## src/rtl/multicycle_controller.sv

```systemverilog
// multicycle_controller: FETCH/DECODE/EXEC/MEM/WB sequencer for the MIPS-subset multi-cycle datapath.
// Build option MC_ILLEGAL_TRAP_EN: unsupported instructions halt the core and raise a sticky illegal flag.
module multicycle_controller (
  input  logic       clk,
  input  logic       reset,
  input  logic [5:0] opcode,
  input  logic [5:0] funct,
  input  logic       zero,
  input  logic       mem_ready,
  output logic       pc_we,
  output logic       ir_we,
  output logic       reg_we,
  output logic       mem_we,
  output logic       mem_re,
  output logic       iord,
  output logic [2:0] alu_op,
  output logic       alu_src_a,
  output logic [2:0] alu_src_b,
  output logic [1:0] reg_dst,
  output logic [1:0] wb_sel,
  output logic [1:0] pc_src,
  output logic [2:0] state,
  output logic       retired,
  output logic       illegal
);

  typedef enum logic [2:0] {
    S_FETCH  = 3'd0,
    S_DECODE = 3'd1,
    S_EXEC   = 3'd2,
    S_MEM    = 3'd3,
    S_WB     = 3'd4,
    S_HALT   = 3'd5
  } state_e;

  localparam logic [5:0] OP_RTYPE = 6'h00;
  localparam logic [5:0] OP_J     = 6'h02;
  localparam logic [5:0] OP_JAL   = 6'h03;
  localparam logic [5:0] OP_BEQ   = 6'h04;
  localparam logic [5:0] OP_BNE   = 6'h05;
  localparam logic [5:0] OP_ADDI  = 6'h08;
  localparam logic [5:0] OP_XORI  = 6'h0E;
  localparam logic [5:0] OP_LW    = 6'h23;
  localparam logic [5:0] OP_SW    = 6'h2B;
  localparam logic [5:0] FN_JR    = 6'h08;
  localparam logic [5:0] FN_ADD   = 6'h20;
  localparam logic [5:0] FN_SUB   = 6'h22;
  localparam logic [5:0] FN_SLT   = 6'h2A;

  state_e state_q;
  state_e state_d;

  logic is_rtype_s, is_alu_r_s, is_jr_s, is_j_s, is_jal_s, is_beq_s, is_bne_s;
  logic is_addi_s, is_xori_s, is_lw_s, is_sw_s, supported_s;

  logic       pc_we_s, ir_we_s, reg_we_s, mem_we_s, mem_re_s, iord_s, alu_src_a_s, retired_s;
  logic [2:0] alu_op_s, alu_src_b_s;
  logic [1:0] reg_dst_s, wb_sel_s, pc_src_s;

`ifdef MC_ILLEGAL_TRAP_EN
  logic illegal_q;
  logic illegal_d;
`endif

  assign is_rtype_s  = (opcode == OP_RTYPE);
  assign is_alu_r_s  = is_rtype_s && ((funct == FN_ADD) || (funct == FN_SUB) || (funct == FN_SLT));
  assign is_jr_s     = is_rtype_s && (funct == FN_JR);
  assign is_j_s      = (opcode == OP_J);
  assign is_jal_s    = (opcode == OP_JAL);
  assign is_beq_s    = (opcode == OP_BEQ);
  assign is_bne_s    = (opcode == OP_BNE);
  assign is_addi_s   = (opcode == OP_ADDI);
  assign is_xori_s   = (opcode == OP_XORI);
  assign is_lw_s     = (opcode == OP_LW);
  assign is_sw_s     = (opcode == OP_SW);
  assign supported_s = is_alu_r_s | is_jr_s | is_j_s | is_jal_s | is_beq_s | is_bne_s
                     | is_addi_s | is_xori_s | is_lw_s | is_sw_s;

  // State decode: next state and raw per-cycle controls before the reset override
  always_comb begin
    state_d     = state_q;
    pc_we_s     = 1'b0;
    ir_we_s     = 1'b0;
    reg_we_s    = 1'b0;
    mem_we_s    = 1'b0;
    mem_re_s    = 1'b0;
    iord_s      = 1'b0;
    alu_op_s    = 3'd0;
    alu_src_a_s = 1'b0;
    alu_src_b_s = 3'd0;
    reg_dst_s   = 2'd0;
    wb_sel_s    = 2'd0;
    pc_src_s    = 2'd0;
    retired_s   = 1'b0;
`ifdef MC_ILLEGAL_TRAP_EN
    illegal_d   = illegal_q;
`endif
    case (state_q)
      S_FETCH: begin
        mem_re_s    = 1'b1;
        alu_src_b_s = 3'd1;
        if (mem_ready) begin
          ir_we_s = 1'b1;
          pc_we_s = 1'b1;
          state_d = S_DECODE;
        end else begin
          state_d = S_FETCH;
        end
      end
      S_DECODE: begin
        // Branch target is computed here so EXEC only needs the compare
        alu_src_b_s = 3'd4;
        if (is_j_s || is_jal_s) begin
          pc_we_s   = 1'b1;
          pc_src_s  = 2'd2;
          retired_s = 1'b1;
          state_d   = S_FETCH;
          if (is_jal_s) begin
            reg_we_s  = 1'b1;
            reg_dst_s = 2'd2;
            wb_sel_s  = 2'd2;
          end else begin
            reg_we_s  = 1'b0;
          end
        end else if (is_jr_s) begin
          pc_we_s   = 1'b1;
          pc_src_s  = 2'd3;
          retired_s = 1'b1;
          state_d   = S_FETCH;
        end else if (supported_s) begin
          state_d = S_EXEC;
        end else begin
`ifdef MC_ILLEGAL_TRAP_EN
          illegal_d = 1'b1;
          state_d   = S_HALT;
`else
          retired_s = 1'b1;
          state_d   = S_FETCH;
`endif
        end
      end
      S_EXEC: begin
        alu_src_a_s = 1'b1;
        if (is_alu_r_s) begin
          alu_src_b_s = 3'd0;
          case (funct)
            FN_SUB:  alu_op_s = 3'd1;
            FN_SLT:  alu_op_s = 3'd3;
            default: alu_op_s = 3'd0;
          endcase
          state_d = S_WB;
        end else if (is_addi_s) begin
          alu_src_b_s = 3'd2;
          state_d     = S_WB;
        end else if (is_xori_s) begin
          alu_src_b_s = 3'd3;
          alu_op_s    = 3'd2;
          state_d     = S_WB;
        end else if (is_lw_s || is_sw_s) begin
          alu_src_b_s = 3'd2;
          state_d     = S_MEM;
        end else if (is_beq_s || is_bne_s) begin
          alu_src_b_s = 3'd0;
          alu_op_s    = 3'd1;
          pc_src_s    = 2'd1;
          pc_we_s     = is_beq_s ? zero : ~zero;
          retired_s   = 1'b1;
          state_d     = S_FETCH;
        end else begin
          state_d = S_FETCH;
        end
      end
      S_MEM: begin
        iord_s = 1'b1;
        if (is_lw_s) begin
          mem_re_s = 1'b1;
          state_d  = mem_ready ? S_WB : S_MEM;
        end else if (is_sw_s) begin
          mem_we_s  = 1'b1;
          retired_s = mem_ready;
          state_d   = mem_ready ? S_FETCH : S_MEM;
        end else begin
          state_d = S_FETCH;
        end
      end
      S_WB: begin
        reg_we_s  = 1'b1;
        reg_dst_s = is_rtype_s ? 2'd1 : 2'd0;
        wb_sel_s  = is_lw_s ? 2'd1 : 2'd0;
        retired_s = 1'b1;
        state_d   = S_FETCH;
      end
      S_HALT: begin
        state_d = S_HALT;
      end
      default: begin
        state_d = S_FETCH;
      end
    endcase
  end

  // State register with synchronous reset back to FETCH
  always_ff @(posedge clk) begin
    if (reset) begin
      state_q   <= S_FETCH;
`ifdef MC_ILLEGAL_TRAP_EN
      illegal_q <= 1'b0;
`endif
    end else begin
      state_q   <= state_d;
`ifdef MC_ILLEGAL_TRAP_EN
      illegal_q <= illegal_d;
`endif
    end
  end

  // Reset masks every output in the same cycle so an abandoned instruction writes nothing
  assign pc_we     = pc_we_s     & ~reset;
  assign ir_we     = ir_we_s     & ~reset;
  assign reg_we    = reg_we_s    & ~reset;
  assign mem_we    = mem_we_s    & ~reset;
  assign mem_re    = mem_re_s    & ~reset;
  assign iord      = iord_s      & ~reset;
  assign alu_src_a = alu_src_a_s & ~reset;
  assign retired   = retired_s   & ~reset;
  assign alu_op    = reset ? 3'd0 : alu_op_s;
  assign alu_src_b = reset ? 3'd0 : alu_src_b_s;
  assign reg_dst   = reset ? 2'd0 : reg_dst_s;
  assign wb_sel    = reset ? 2'd0 : wb_sel_s;
  assign pc_src    = reset ? 2'd0 : pc_src_s;
  assign state     = reset ? 3'd0 : state_q;
`ifdef MC_ILLEGAL_TRAP_EN
  assign illegal   = illegal_q & ~reset;
`else
  assign illegal   = 1'b0;
`endif

endmodule
```

## config.mk

```make
export PLATFORM = sky130hd
export DESIGN_NAME = multicycle_controller
export DESIGN_NICKNAME = d
export VERILOG_FILES = /design/src/rtl/multicycle_controller.sv
export SDC_FILE = /design/constraint.sdc
export NUM_CORES = 1
export LEC_CHECK = 0
export BUFFER_PORTS_ARGS = -buffer_cell sky130_fd_sc_hd__buf_2
export CORE_MARGIN = 5
export CORE_UTILIZATION = 45
export CTS_BUF_LIST = sky130_fd_sc_hd__clkbuf_16
export DETAILED_ROUTE_END_ITERATION = 8
export MAX_ROUTING_LAYER = met4
export PLACE_DENSITY = 0.84
export SYNTH_ARGS = -nofsm -noshare
export SYNTH_HDL_FRONTEND = slang
export SYNTH_SLANG_ARGS = --single-unit
```

## constraint.sdc

```tcl
create_clock -name clk -period 4.1 [get_ports clk]
set_input_delay 0.41 -clock clk [delete_from_list [all_inputs] [get_ports clk]]
set_output_delay 0.41 -clock clk [all_outputs]
set_load 0.05 [all_outputs]
```

**After elaboration in Yosys (flattened, before gate mapping)**

Cells that the tools add are included.

- Bits of input ports: 16
- Logic and storage cells: 123
- Register bits: 3

- Eq/ne operators: 17
- Mux-type cells: 77
- Bitwise gates (word level): 19
- Reductions and logical operators: 9

Operators with widths:

| cell | count |
|---|---|
| $mux 1 | 38 |
| $mux 2 | 19 |
| $eq 6x6->1 const B | 5 |
| $mux 3 | 10 |
| $eq 6x4->1 const B | 3 |
| $pmux 2 s2 | 4 |
| $pmux 3 s5 | 1 |
| $eq 6x2->1 const B | 2 |
| $eq 6x3->1 const B | 2 |
| $or 1x1->1 | 9 |
| $pmux 3 s3 | 1 |
| $and 1x1->1 | 8 |
| $eq 3x2->1 const B | 2 |
| $eq 3x3->1 const B | 2 |
| $logic_not 6->1 | 1 |
| $logic_or 1x1->1 | 5 |
| $pmux 1 s2 | 2 |
| $pmux 1 s4 | 1 |
| $eq 3x1->1 const B | 1 |
| $logic_not 3->1 | 1 |
| $pmux 1 s3 | 1 |
| $logic_and 1x1->1 | 2 |
| $not 1->1 | 2 |

**Logic depth before layout (Yosys ltp)**

- Word-level depth: 18
- Depth in mapped cells: 5
- Gate-level depth less buffers: 4

**Worst setup path before layout**

OpenSTA, ideal clock, no wires.

- Kind: input-to-output
- From: in reset
- To: out wb_sel[1]
- Arrival: 3.025 ns
- Setup slack: 0.665 ns
- Cell stages on the path: 5
- Cell sequence: nand2b_1 nor3_1 nand2_1 nor2_1 buf_4

- Cells in the longest elaborated chain, start to end: 1

Ends and longest elaborated chain:

| item | line | source |
|---|---|---|
| from (decl) | 5 | `input logic reset,` |
| $mux 2 | 229 | `assign wb_sel = reset ? 2'd0 : wb_sel_s;` |
| to (decl) | 20 | `output logic [1:0] wb_sel,` |

Every way passes these cells.

**Worst setup path in the final report**

- From: reg state_q[0]
- To: out pc_we

- Cells in the longest elaborated chain, start to end: 3
- Elaborated cells between the ends (all ways): 5

Ends and longest elaborated chain:

| item | line | source |
|---|---|---|
| from (decl) | 50 | `state_e state_q;` |
| from (signal assigned) | 210 | `state_q <= state_d;` |
| $eq 3x2->1 (tied with other cells) | 98 | `case (state_q)` |
| $pmux 1 s3 (*) | 98 |  |
| $and 1x1->1 (*) | 218 | `assign pc_we = pc_we_s & ~reset;` |
| to (decl) | 10 | `output logic pc_we,` |

Every way passes the cells marked *; elsewhere a longest branch is shown, timed or not.

==> summary.txt <==
Status
  • Status: finished clean

Detailed routing
  • Total number of vias: 830
  • DRC Markers: 0
  • Final ANT Viol Nets: 0
  • Drt wl/cell: 14.09 µm
  • 1st-iter DRT viols: 25
  • DRT Pass-1 Iters: 4
  • Via density: 5.764
  • Routed WL: 2029 µm

Die
  • Die H: 47.77 µm
  • Starting Density: 0.4872
  • Ports: 40
  • Num rows: 13
  • Core Region: approximately 1300 µm²
  • Die footprint: 2282 µm²
  • Die X-Extent: 47.77 µm

Timing
  • RSZ-0062 raised after global routing: false
  • Clk_skew: 1.098 ps
  • Setup TNS: 0 ps
  • Fmax: between 400 and 500 MHz
  • Fin crit share: 0.5792
  • Tmin final: 2375 ps
  • Worst slew pin tran: 498.0 ps
  • Setup-failing EPs final: 0
  • Max Slew Vio Count: 0
  • Final Hold Viols: 0
  • Slew headroom: 0.6675

Cells and area
  • Reg with most FFs: state_q
  • Fin nets: 146
  • Max reg flops: 3
  • Top Registers: state_q (3)
  • Post-layout util: 0.6581
  • Share of cells above drive strength 1: 0.3488
  • Non-Filler Instances: around 140
  • Layout area overhead: 35.09%
  • # diodes: 0

Clock tree
  • H-tree depth: 1
  • CTS Sinks: 3
  • Post-CTS setup repair buffer count: 0
  • CTS Buf Count: 3
  • Hold_buf cts: 0
  • CTS max path bufs: 2
  • Reg clk slew, reported paths: 30 ps
  • CTS resizes: 0
  • Worst-Skew Late Latency: 220 ps
  • Root Driver: clkbuf_16
  • CTS tree: yes

Worst setup path
  • Worst Path Arrival: slightly below 2000 ps
  • Crit start category: flop
  • Crit path kind: reg -> out
  • FF-to-FF path depth: 3
  • WP data required: 3690 ps
  • CP max FO: 15
  • Crit end category: output port

Power and ir drop
  • Leakage Power: 0.4360 nW
  • Clk pwr share: 0.627
  • VDD IR max: 0.2893 mV
  • Total power draw: 0.2408 mW
  • Psw: approximately 0.068 mW
  • Sequential fraction of design power: 0.136
  • Gate power share: 0.236
  • Power Internal: 0.1729 mW
  • PwrDens: approximately 280 nW/µm²
  • Sw frac: 0.2818

GRT
  • Vias in the first global route: 739
  • GRT Overall Usage: 0.1905
  • First-pass GRT wire length: 3084 µm
  • Initial antenna violation count: 0
  • Total grt overflow: 0
  • Pin count of the biggest net entering global routing: 18

Synth
  • Cell variety after synth: 42
  • Post-synthesis cell count: 97
  • #FFs+latches synth: 3
  • Area leader, netlist: dfxtp_1
  • Post-synth ARST share: 0
  • Syn Area/Cell: 6.617 µm²
  • Most frequent cell after synthesis: nor2b_1
  • Top_reg_cell synth: dfxtp_1
  • YS warnings: 0
  • Number of synthesized flops with an enable pin: 0
  • Leading post-synthesis cells by cell area: dfxtp_1 (9.4%), nor2b_1 (8.8%), and3_1 (4.9%)
  • Top post-synthesis cells by count: nor2b_1 (9), nor2_1 (8), nand2_1 (7)
  • Post-Syn Area: 641.9 µm²
  • Post-synthesis sequential area ratio: 0.09357
  • Synth top area share: 0.09357

Place
  • IO Port Bufs: 37
  • Post-DP HPWL: 1563 µm
  • RePlAce Congestion: 0.9321
  • Dpl cells: 140

Run
  • Max Cap Viol: 0

Worst hold path
  • Worst hold stages: 2
  • Worst Hold Class: in -> reg
## cell usage in the layout, fill, tap and decap left out, types with 2 or more instances in the layout
cell type and instances:
a21oi_1 6, a31oi_1 2, a41oi_1 2, and3_1 5, buf_2 37, clkbuf_16 3, conb_1 2, dfxtp_1 3
inv_1 5, nand2_1 7, nand2b_1 3, nand3_1 3, nand4b_1 2, nor2_1 8, nor2b_1 9, nor3_1 6
nor4_1 2, nor4b_1 2, o21ai_0 2
## power groups by stage
stage / registers (mW) / clock network (mW) / logic [mW]
final: 0.0328 / 0.151 / 0.0569
after CTS: 0.0328 / 0.155 / 0.0566
after floorplan: 0.0312 / 0 / 0.0439
after global placement: 0.0331 / 0 / 0.0557
after detailed placement: 0.0330 / 0 / 0.0563
after global routing: 0.0331 / 0.157 / 0.0611
## routing by layer
metal,wire [µm],GRT usage,up-vias,share of wire
met5,0,-,-,0
met4,0,0.06989,0,0
met3,195,0.01128,0,0.096
met2,985,0.3325,40,0.49
met1,848,0.2267,373,0.42
li1,-,-,417,-
## stage by stage
step | cell area [µm²] | setup slack, ps | hold WS, ps
after detailed placement | 788.3 | 1745 | 648.2
after floorplan | 645.6 | 664.9 | 570.8
after global routing | 867.1 | 1569 | 543.0
final | 867.1 | 1725 | 491.5
after global placement | 788.3 | 1819 | 648.8
after CTS | 867.1 | 1728 | 488.1
## worst max-delay path: stages, from the launching register on
cell and delay (ps):
dfxtp_1 600, nand2b_1 180, nor3_1 330, nand2_1 160, o22ai_1 190, buf_2 280
## cell type report
type	count	area (µm²)
Multi-Input combinational cell	81	509.2
Sequential cell	3	60.06
Clock buffer	3	75.07
Timing Repair Buffer	37	185.2
Clock inverter	1	3.754
Fill cell	127	450.4
Inverter	4	15.01
Tap cell	15	18.77
## cell families (layout without fill, tap and decap cells)
| logic type | Yosys count | in the layout | share of synthesized area |
|---|---|---|---|
| AO/OA/AOI/OAI | 23 | 23 | 0.2476 |
| XOR/XNOR | 2 | 2 | 0.02730 |
| buffers and inverters | 14 | 45 | 0.1189 |
| flip-flops | 3 | 3 | 0.09357 |
| other | 1 | 2 | 0.005842 |
| AND/OR/NAND/NOR | 54 | 54 | 0.5068 |
## final timing paths
check,slack (ps),endpoint,start
worst max-delay path,1730,pc_we,state_q[0]
worst min-delay path,490,state_q[0],reset
worst max register to register,2710,state_q[1],state_q[0]
worst min register to register,670,state_q[0],state_q[0]
(Power assumes the default switching activity.)
